<file path="config.mk">
export PLATFORM = sky130hd
export DESIGN_NAME = instr_fetch
export DESIGN_NICKNAME = d
export VERILOG_FILES = /design/src/rtl/riscv_pkg.sv /design/src/rtl/instr_fetch.sv
export SDC_FILE = /design/constraint.sdc
export NUM_CORES = 1
export LEC_CHECK = 0
export BUFFER_PORTS_ARGS = -buffer_cell sky130_fd_sc_hd__buf_2
export CORE_MARGIN = 3
export CORE_UTILIZATION = 30
export CTS_CLUSTER_SIZE = 28
export DETAILED_ROUTE_END_ITERATION = 10
export GPL_TIMING_DRIVEN = 0
export PLACE_DENSITY_LB_ADDON = 0.15
export SLEW_MARGIN = 25
export SYNTH_ARGS = -nofsm -noshare
export SYNTH_HDL_FRONTEND = slang
export SYNTH_SLANG_ARGS = --single-unit
</file>
<file path="constraint.sdc">
create_clock -name clk -period 3.2 [get_ports clk]
set_clock_uncertainty 0.05 [all_clocks]
set_input_delay 0.32 -clock clk [delete_from_list [all_inputs] [get_ports clk]]
set_output_delay 0.32 -clock clk [all_outputs]
set_load 0.01 [all_outputs]
</file>
<file path="src/rtl/riscv_pkg.sv">
// Shared definitions for the multicycle RV32I core.
// Holds the opcode constants used by ImmExt and the control decoder, the
// canonical NOP encoding, and the instruction fetch state encoding.
package riscv_pkg;

  localparam logic [6:0] LUI_OP    = 7'b0110111;
  localparam logic [6:0] AUIPC_OP  = 7'b0010111;
  localparam logic [6:0] JAL_OP    = 7'b1101111;
  localparam logic [6:0] JALR_OP   = 7'b1100111;
  localparam logic [6:0] BRANCH_OP = 7'b1100011;
  localparam logic [6:0] LW_OP     = 7'b0000011;
  localparam logic [6:0] SW_OP     = 7'b0100011;
  localparam logic [6:0] ALUI_OP   = 7'b0010011;
  localparam logic [6:0] ALUR_OP   = 7'b0110011;

  // addi x0, x0, 0
  localparam logic [31:0] NOP_INSTR = 32'h0000_0013;

  typedef enum logic [1:0] {
    ST_FETCH = 2'd0,  // request outstanding at mem_addr
    ST_HOLD  = 2'd1,  // instruction register valid, waiting for decode
    ST_DRAIN = 2'd2,  // redirected mid-access, waiting to discard the ack
    ST_ERR   = 2'd3   // misaligned target, halted until aligned redirect
  } fetch_state_e;

endpackage

</file>
<file path="src/rtl/instr_fetch.sv">
// Instruction fetch stage of the multicycle RV32I core.
// Owns the PC, issues word reads over a req/ack handshake and holds the
// fetched word in the instruction register presented to decode.
// Ports:
//   clk, rst                 clock, synchronous active-high reset
//   mem_req/mem_addr         read request and word address to instruction memory
//   mem_ack/mem_rdata        one-cycle ack with read data
//   redirect_valid/_pc       taken branch / jal / jalr target from execute
//   instr_valid/instr_ready  handshake towards decode
//   instr/instr_pc           instruction register and its address
//   fetch_error              misaligned fetch target, fetching halted
module instr_fetch
  import riscv_pkg::*;
#(
  parameter logic [31:0] RESET_PC = 32'h0000_0000
) (
  input  logic        clk,
  input  logic        rst,
  output logic        mem_req,
  output logic [31:0] mem_addr,
  input  logic        mem_ack,
  input  logic [31:0] mem_rdata,
  input  logic        redirect_valid,
  input  logic [31:0] redirect_pc,
  output logic        instr_valid,
  input  logic        instr_ready,
  output logic [31:0] instr,
  output logic [31:0] instr_pc,
  output logic        fetch_error
);

  fetch_state_e state_q, state_d;
  logic [31:0]  pc_q, pc_d;
  // Address of the outstanding request; kept separately from pc because a
  // redirect during DRAIN updates pc while the bus address must stay put.
  logic [31:0]  addr_q, addr_d;
  logic [31:0]  instr_q, instr_d;
  logic [31:0]  ipc_q, ipc_d;
  logic         go_fetch;

  // State register
  always_ff @(posedge clk) begin
    if (rst) begin
      state_q <= ST_FETCH;
      pc_q    <= RESET_PC;
      addr_q  <= RESET_PC;
      instr_q <= NOP_INSTR;
      ipc_q   <= RESET_PC;
    end else begin
      state_q <= state_d;
      pc_q    <= pc_d;
      addr_q  <= addr_d;
      instr_q <= instr_d;
      ipc_q   <= ipc_d;
    end
  end

  // Next-state and datapath
  always_comb begin
    state_d  = state_q;
    pc_d     = pc_q;
    addr_d   = addr_q;
    instr_d  = instr_q;
    ipc_d    = ipc_q;
    go_fetch = 1'b0;

    // A redirect always retargets pc, whatever the state.
    if (redirect_valid) pc_d = redirect_pc;

    unique case (state_q)
      ST_FETCH: begin
        if (redirect_valid) begin
          // Returned word (if any) belongs to the squashed path.
          if (mem_ack) go_fetch = 1'b1;
          else         state_d  = ST_DRAIN;
        end else if (mem_ack) begin
          instr_d = mem_rdata;
          ipc_d   = pc_q;
          pc_d    = pc_q + 32'd4;
          state_d = ST_HOLD;
        end
      end
      ST_HOLD: begin
        // Redirect wins over a same-cycle accept.
        if (redirect_valid || instr_ready) go_fetch = 1'b1;
      end
      ST_DRAIN: begin
        if (mem_ack) go_fetch = 1'b1;
      end
      ST_ERR: begin
        // Misaligned redirects are caught by the entry check below.
        if (redirect_valid) go_fetch = 1'b1;
      end
      default: state_d = ST_FETCH;
    endcase

    // Alignment check on every entry to FETCH.
    if (go_fetch) begin
      if (pc_d[1:0] != 2'b00) begin
        state_d = ST_ERR;
      end else begin
        state_d = ST_FETCH;
        addr_d  = pc_d;
      end
    end
  end

  // Outputs, decoded from state and registers only
  always_comb begin
    mem_req     = !rst && (state_q == ST_FETCH || state_q == ST_DRAIN);
    mem_addr    = addr_q;
    instr_valid = (state_q == ST_HOLD);
    fetch_error = (state_q == ST_ERR);
    instr       = instr_q;
    instr_pc    = ipc_q;
  end

endmodule
</file>
==> impl_metrics.toml, run 1 <==
[cells_and_area]
fill_cells = 1873
stdcell_area_sq_um = 7090
drive_above_1_share = 0.252
num_antenna_cells = 0
syn_to_final_growth_pct = 32.7
final_nets = 909

[placement]
hpwl_mm = 13.5
placed_area_sq_um = 6450
gp_congestion = 0.824
port_buffers = 166

[timing]
timing.final.crit_share = 0.841
relSlewSlack = 0.516
setup_viol = 0
slew_violations = 0
fmax_mhz = 372
grt_setup_unrepaired = "no"
final.setup.tns_ps = 0
hold_viol = 0
worst_pin_slew_ps = 726
min_period_ps = 2690

[grt]
grt_max_degree = 17
grt_pass1_wl_mm = 28.4
grt_usage = 0.185
grt_antenna_before_repair = 1
grt-ovfl-total = 0
grt_pass1_vias = 5030

[die]
ios = 168
dieWidth_microns = 139
num_rows = 48
start_util = 0.308
die_area_sq_um = 19400
core_area_sq_um = 17400
die_h_microns = 139

[synth]
synth_edf_count = 0
synth_top_family_by_area = "simple AND/OR/NAND/NOR gates"
synth.net_count = 724
synth_compound_area_frac = 0.176
muxShareOfSynthArea = 0.0300
synth_fa_ha_area_frac = 0.00234
syn_area_sq_um = 5340
ys_types = 53
syn_area_per_cell_sq_um = 8.17
yosys_warnings = 0
yosys.area_share.simple = 0.251
ys_ff_latch = 130
synth_ff_type = "dfxtp_1"
ys_seq_area_frac = 0.487
async_flop_share = 0
netlist_instances = 654
synth_xor_area_frac = 0.00984

[drt]
drt_first_pass_iters = 5
post-route-drc-count = 0
wire_per_inst_microns = 16.9
dr_total_vias = 5269
avgViaCountPerCell = 4.89
drt-total-wl_mm = 18.2
drt-initial-drc-count = 265
ant_nets = 0

[cts]
clock_sinks = 130
clk_pin_slew_ps = 60
cts_max_level = 4
ctsHoldBuffers = 0
cts_buffer_depth = 2
cts_tree = "done"
cts_setup_buffers = 0
insertion_delay_ps = 420
root_buffer = "clkbuf_16"
cts_inserted_buffers = 17
cts_resized = 0

[run_status]
status = "finished clean"

[setup_path]
crit_start = "state_q[0]"
worstPathArrival_ps = 2980
critPathMaxFanout = 10
max_stage_delay_ps = 550
r2r-start = "state_q[0]"
rr_worst_depth = 7
reg2reg_to = "instr_pc[10]"
cp-endpoint = "instr_pc[10]"
worstSetupStartpointType = "flip-flop"
crit_slowest_cell = "nor4b_1"
cp.depth = 7
regToRegSetupSlack_ps = 510
crit_chain = "clkbuf_1 -> nor4b_1 -> clkbuf_1 -> buf_2 -> buf_2 -> nand2_1 -> a21oi_1"
worstPathRequired_ps = 3490
critical_path_buf_inv_count = 4
critPathKind = "reg2reg"
critPathCaptureType = "flip-flop"
cp_top_family = "buffers and inverters"

[pwr]
irDropWorstVdd_v = 0.000412
p_per_area_nw_per_um2 = 612
power_uw = 4330
leakagePower_uw = 0.00296

[worst_hold_path]
hold_class = "in2reg"

[job]
maxCapViolations = 0
[final cells by class]
type / instances / area, sq um / share of cell area
tap: 225 / 282 / 0.0397
clock buffer: 24 / 512 / 0.0722
inverter: 5 / 18.8 / 0.00265
timing repair buffer: 166 / 831 / 0.117
buffer: 53 / 211 / 0.0298
sequential: 130 / 2600 / 0.367
clock inverter: 8 / 123 / 0.0173
multi-input combinational: 466 / 2510 / 0.354
[placed cells by master, fill, tap and decap left out, drive strengths merged, types with 2 or more instances in the layout]
cell type	count
a21oi	80
or4	5
o21ai	22
or3	3
nor4	6
nor2b	11
o22ai	2
nand3	11
a41oi	2
clkinv	2
dfxtp	130
a211oi	15
and3	9
a31oi	11
nor3	7
xnor2	2
nand4	13
nand2b	2
inv	5
a311oi	5
nor2	35
or2	2
and4	8
mux2i	16
xor2	4
bufinv	3
and2	8
clkbuf	63
o21a	3
nor3b	4
a31o	2
o311a	2
o211ai	2
a221oi	3
buf	180
clkinvlp	3
nand2	157
[layer usage]
layer	global-route usage	up-vias	share of wire
met5	0	-	0.00072
met4	0.0608	2	0.019
met3	0.0553	21	0.056
met2	0.289	144	0.46
met1	0.246	2436	0.47
li1	-	2666	-
[flip-flops by register name, indices dropped and copies added (netlist names)]
name and count:
instr 32, mem_addr 32, state_q 2, pc_q 32
instr_pc 32
[per-stage QoR]
stage	hold WS [ps]	utilization	setup WS, ps	instances
after floorplan	394	-	1190	654
after global placement	390	0.372	543	1045
after detailed placement	394	0.372	547	1045
after CTS	35.7	0.408	567	1077
after global routing	47.6	0.408	328	1077
final	55.3	0.408	510	1077
[synthesized netlist by cell type, drive strengths merged, types with 5 or more instances]
cell type | count | area [sq um]
mux2i | 16 | 160
nand2 | 157 | 589
a21oi | 80 | 404
a211oi | 15 | 113
and2 | 8 | 50.1
dfxtp | 130 | 2600
and3 | 9 | 56.3
nand4 | 13 | 81.3
a311oi | 5 | 43.8
nand3 | 11 | 55.1
buf | 14 | 65.1
nor2 | 35 | 131
nor3 | 7 | 35.0
inv | 5 | 18.8
o21ai | 22 | 110
clkbuf | 39 | 146
a31oi | 11 | 68.8
and4 | 8 | 70.1
or4 | 5 | 41.3
nor4 | 6 | 43.8
nor2b | 11 | 68.8
[report_power, final]
part	leakage, uW	total [uW]	switching, uW	internal [uW]
Clock	0.000304	2070	722	1350
Sequential	0.00106	1780	69.3	1710
Combinational	0.00159	484	301	183
[worst min-delay path, delay by kind of cell]
kind	cells	cell delay (ps)
AND/OR/NAND/NOR	2	100
buffers and inverters	1	70
[cell families (layout without fill, tap and decap cells)]
group / after synthesis / in the layout
xor+xnor: 6 / 6
fa+ha+maj: 1 / 1
flops: 130 / 130
compound gates: 157 / 157
buf+inv: 58 / 256
simple gates: 286 / 286
mux: 16 / 16
[worst min-delay path by stage]
stage                            to  cells after the start          from
after floorplan            instr[0]                      2  mem_rdata[0]
after global placement    instr[15]                      2     instr[15]
after detailed placement  instr[20]                      2     instr[20]
after CTS                  instr[1]                      3  mem_rdata[1]
after global routing       instr[1]                      3  mem_rdata[1]
final                      instr[1]                      3  mem_rdata[1]
Power figures use the tool's default switching activity.
==> run 2: changes to the inputs <==
--- a/config.mk
+++ b/config.mk
@@ -5,6 +5,7 @@
 export SDC_FILE = /design/constraint.sdc
 export NUM_CORES = 1
 export LEC_CHECK = 0
+export ABC_AREA = 1
 export BUFFER_PORTS_ARGS = -buffer_cell sky130_fd_sc_hd__buf_2
 export CORE_MARGIN = 3
 export CORE_UTILIZATION = 30
==> constraint.sdc (replaced) <==
create_clock -name clk -period 2.72 [get_ports clk]
set_clock_uncertainty 0.05 [all_clocks]
set_input_delay 0.272 -clock clk [delete_from_list [all_inputs] [get_ports clk]]
set_output_delay 0.272 -clock clk [all_outputs]
set_load 0.01 [all_outputs]
==> run 2 against run 1 <==
Compared with the run above: die area grew 7.7%; hold slack worse by 34 ps; largest cell class is now multi-input combinational cells; routed wire length increased by 15%; largest power group is now sequential cells; sequential power increased by 31%; critical path depth shrank 2; flip-flop and latch count unchanged; count of clock-buffer cells in the layout decreased by 4; final cell count increased by 17%.
==> impl_metrics.toml, run 2 <==
[synth]
synth_most_common_cell = "nor2_1"
netlist.area_leader.share = 0.451
synth_commonest_cells = "195 x nor2_1, 154 x nand2_1, 130 x dfxtp_1"
async_flop_share = 0
yosys_warnings = 0
synth.net_count = 901
netlist_instances = 831
ys_ff_latch = 130
ys_top_cells_by_area = "dfxtp_1 45%, nor2_1 13%, nand2_1 10%, o21ai_0 6.3%, nand3_1 3.9%"
ys_seq_area_frac = 0.451
ys_types = 36
syn_area_per_cell_sq_um = 6.94
synth.largest_area_cell = "dfxtp_1"
synth_edf_count = 0
synth_ff_type = "dfxtp_1"
syn_area_sq_um = 5770

[worst_hold_path]
hold_class = "in2reg"
worstHoldPathCells = 3
hold_start = "mem_rdata[23]"
worst_hold_path.endpoint = "instr[23]"

[setup_path]
critPathKind = "in2out"
reg2reg_to = "mem_addr[7]"
critical_path_buf_inv_count = 4
r2r-start = "state_q[1]"
worstPathRequired_ps = 2400
cp_top_family = "buffers and inverters"
regToRegSetupSlack_ps = 670
crit_slowest_cell = "buf_1"
critPathMaxFanout = 10
max_stage_delay_ps = 510
rr_worst_depth = 9
crit_start = "rst"
worstSetupStartpointType = "input port"
crit_chain = "clkbuf_1 -> clkbuf_1 -> buf_1 -> nor2_1 -> buf_2"
path_common_cell = "clkbuf_1"
critPathCaptureType = "primary output"
worstPathArrival_ps = 1750

[timing]
fmax_mhz = 482
setup_ws_ps = 645
grt_setup_unrepaired = "no"
final.setup.tns_ps = 0
relSlewSlack = 0.529
timing.final.crit_share = 0.763
setup_viol = 0
hold_viol = 0
min_period_ps = 2080
timing.hold.ws_ps = 21.5
slew_violations = 0
worst_pin_slew_ps = 707

[drt]
drt-initial-drc-count = 401
avgViaCountPerCell = 4.78
ant_nets = 0
wire_per_inst_microns = 16.5
post-route-drc-count = 0
drt_first_pass_iters = 5
drt-total-wl_mm = 20.9
dr_total_vias = 6051

[placement]
hpwl_mm = 15.8
place_ws_ps = 644
gp_congestion = 0.951
port_buffers = 166
dpl.cell_count = 1231

[grt]
grt_pass1_wl_mm = 31.3
grt-ovfl-total = 0
grt_max_degree = 17
grt_usage = 0.198
grt_pass1_vias = 5529
grt_antenna_before_repair = 0

[cts]
cts_max_level = 4
cts_buffer_depth = 2
cts_inserted_buffers = 17
root_buffer = "clkbuf_16"
clock_sinks = 130
clk_pin_slew_ps = 60
cts_tree = "done"
insertion_delay_ps = 420

[cells_and_area]
num_antenna_cells = 0
final_cell_mix = "195 x nor2_1, 181 x buf_2, 154 x nand2_1"
syn_to_final_growth_pct = 29.6
drive_above_1_share = 0.238
fill_cells = 2055
final_cells = 1265
layout_commonest_cell = "nor2_1"
final_nets = 1088

[die]
start_util = 0.307
die_h_microns = 145
ios = 168
dieWidth_microns = 145
die_area_sq_um = 20900
core_area_sq_um = 18800
num_rows = 50

[pwr]
irDropWorstVdd_v = 0.000439
p_per_area_nw_per_um2 = 784
leakagePower_uw = 0.00342

[run_status]
status = "finished clean"

[job]
maxCapViolations = 0
==> run 2: cell types whose count changed in the layout (fill, tap and decap cells not counted), moves of 9 or more <==
cell / change
inv_1: +36
o21ai_1: +34
nand3_1: +34
a21oi_1: -36
o211ai_1: +9
clkbuf_1: -19
a31oi_1: -11
nor2_1: +160
mux2i_1: -15
o21ai_0: +51
nor2b_1: -11
==> run 2: cell families after synthesis <==
family / synth area share
simple gates: 0.305
mux: 0.00174
flops: 0.451
compound gates: 0.166
xor+xnor: 0.00152
buf+inv: 0.0720
fa+ha+maj: 0.00217
==> run 2: where the power goes <==
group | switching (uW) | internal [uW] | total (uW)
Sequential | 170 | 2170 | 2340
Combinational | 859 | 475 | 1330
Clock | 886 | 1300 | 2190
==> run 2: area by class of cell <==
class                      instances  area, sq um  area share
sequential                       130         2600       0.348
clock buffer                      20          457      0.0611
clock inverter                    12          109      0.0146
tap                              234          293      0.0392
inverter                          50          190      0.0254
buffer                            44          225      0.0301
multi-input combinational        607         2750       0.368
timing repair buffer             168          851       0.114
==> run 2: tightest hold or removal path, cell delays in order <==
cell    delay [ps]
buf_2           70
nor2_1          30
nor2_1          80
==> run 2: metal layers <==
metal / wire length (microns) / vias to the layer above / GRT usage
li1: - / 3095 / -
met1: 9970 / 2759 / 0.282
met2: 9420 / 171 / 0.303
met3: 1200 / 26 / 0.0407
met4: 328 / 0 / 0.0560
met5: 0 / - / 0
==> run 2: how the worst max path moves through the flow <==
stage | to | slack, ps | cells past startpoint
2_1_floorplan | mem_addr[16] | 1180 | 9
3_3_place_gp | mem_req | 620 | 5
3_5_place_dp | mem_addr[7] | 640 | 11
4_1_cts | mem_req | 660 | 5
5_1_grt | mem_addr[30] | 510 | 9
6_report | mem_req | 640 | 5
==> run 2: metrics by stage <==
| step | area, sq um | power, uW | util |
|---|---|---|---|
| floorplan | 5770 | 3160 | - |
| CTS | 7480 | 5920 | 0.398 |
| detailed placement | 6890 | 3720 | 0.367 |
| global route | 7480 | 6190 | 0.398 |
| finish | 7480 | 5870 | 0.398 |
| global placement | 6890 | 3710 | 0.367 |
==> run 2: repair_timing <==
item	4_1_cts	5_1_grt
hold endpoints to repair	2	0
setup endpoints to repair	0	0
hold buffers	2	0
gates resized for setup	0	0
setup buffers	0	0
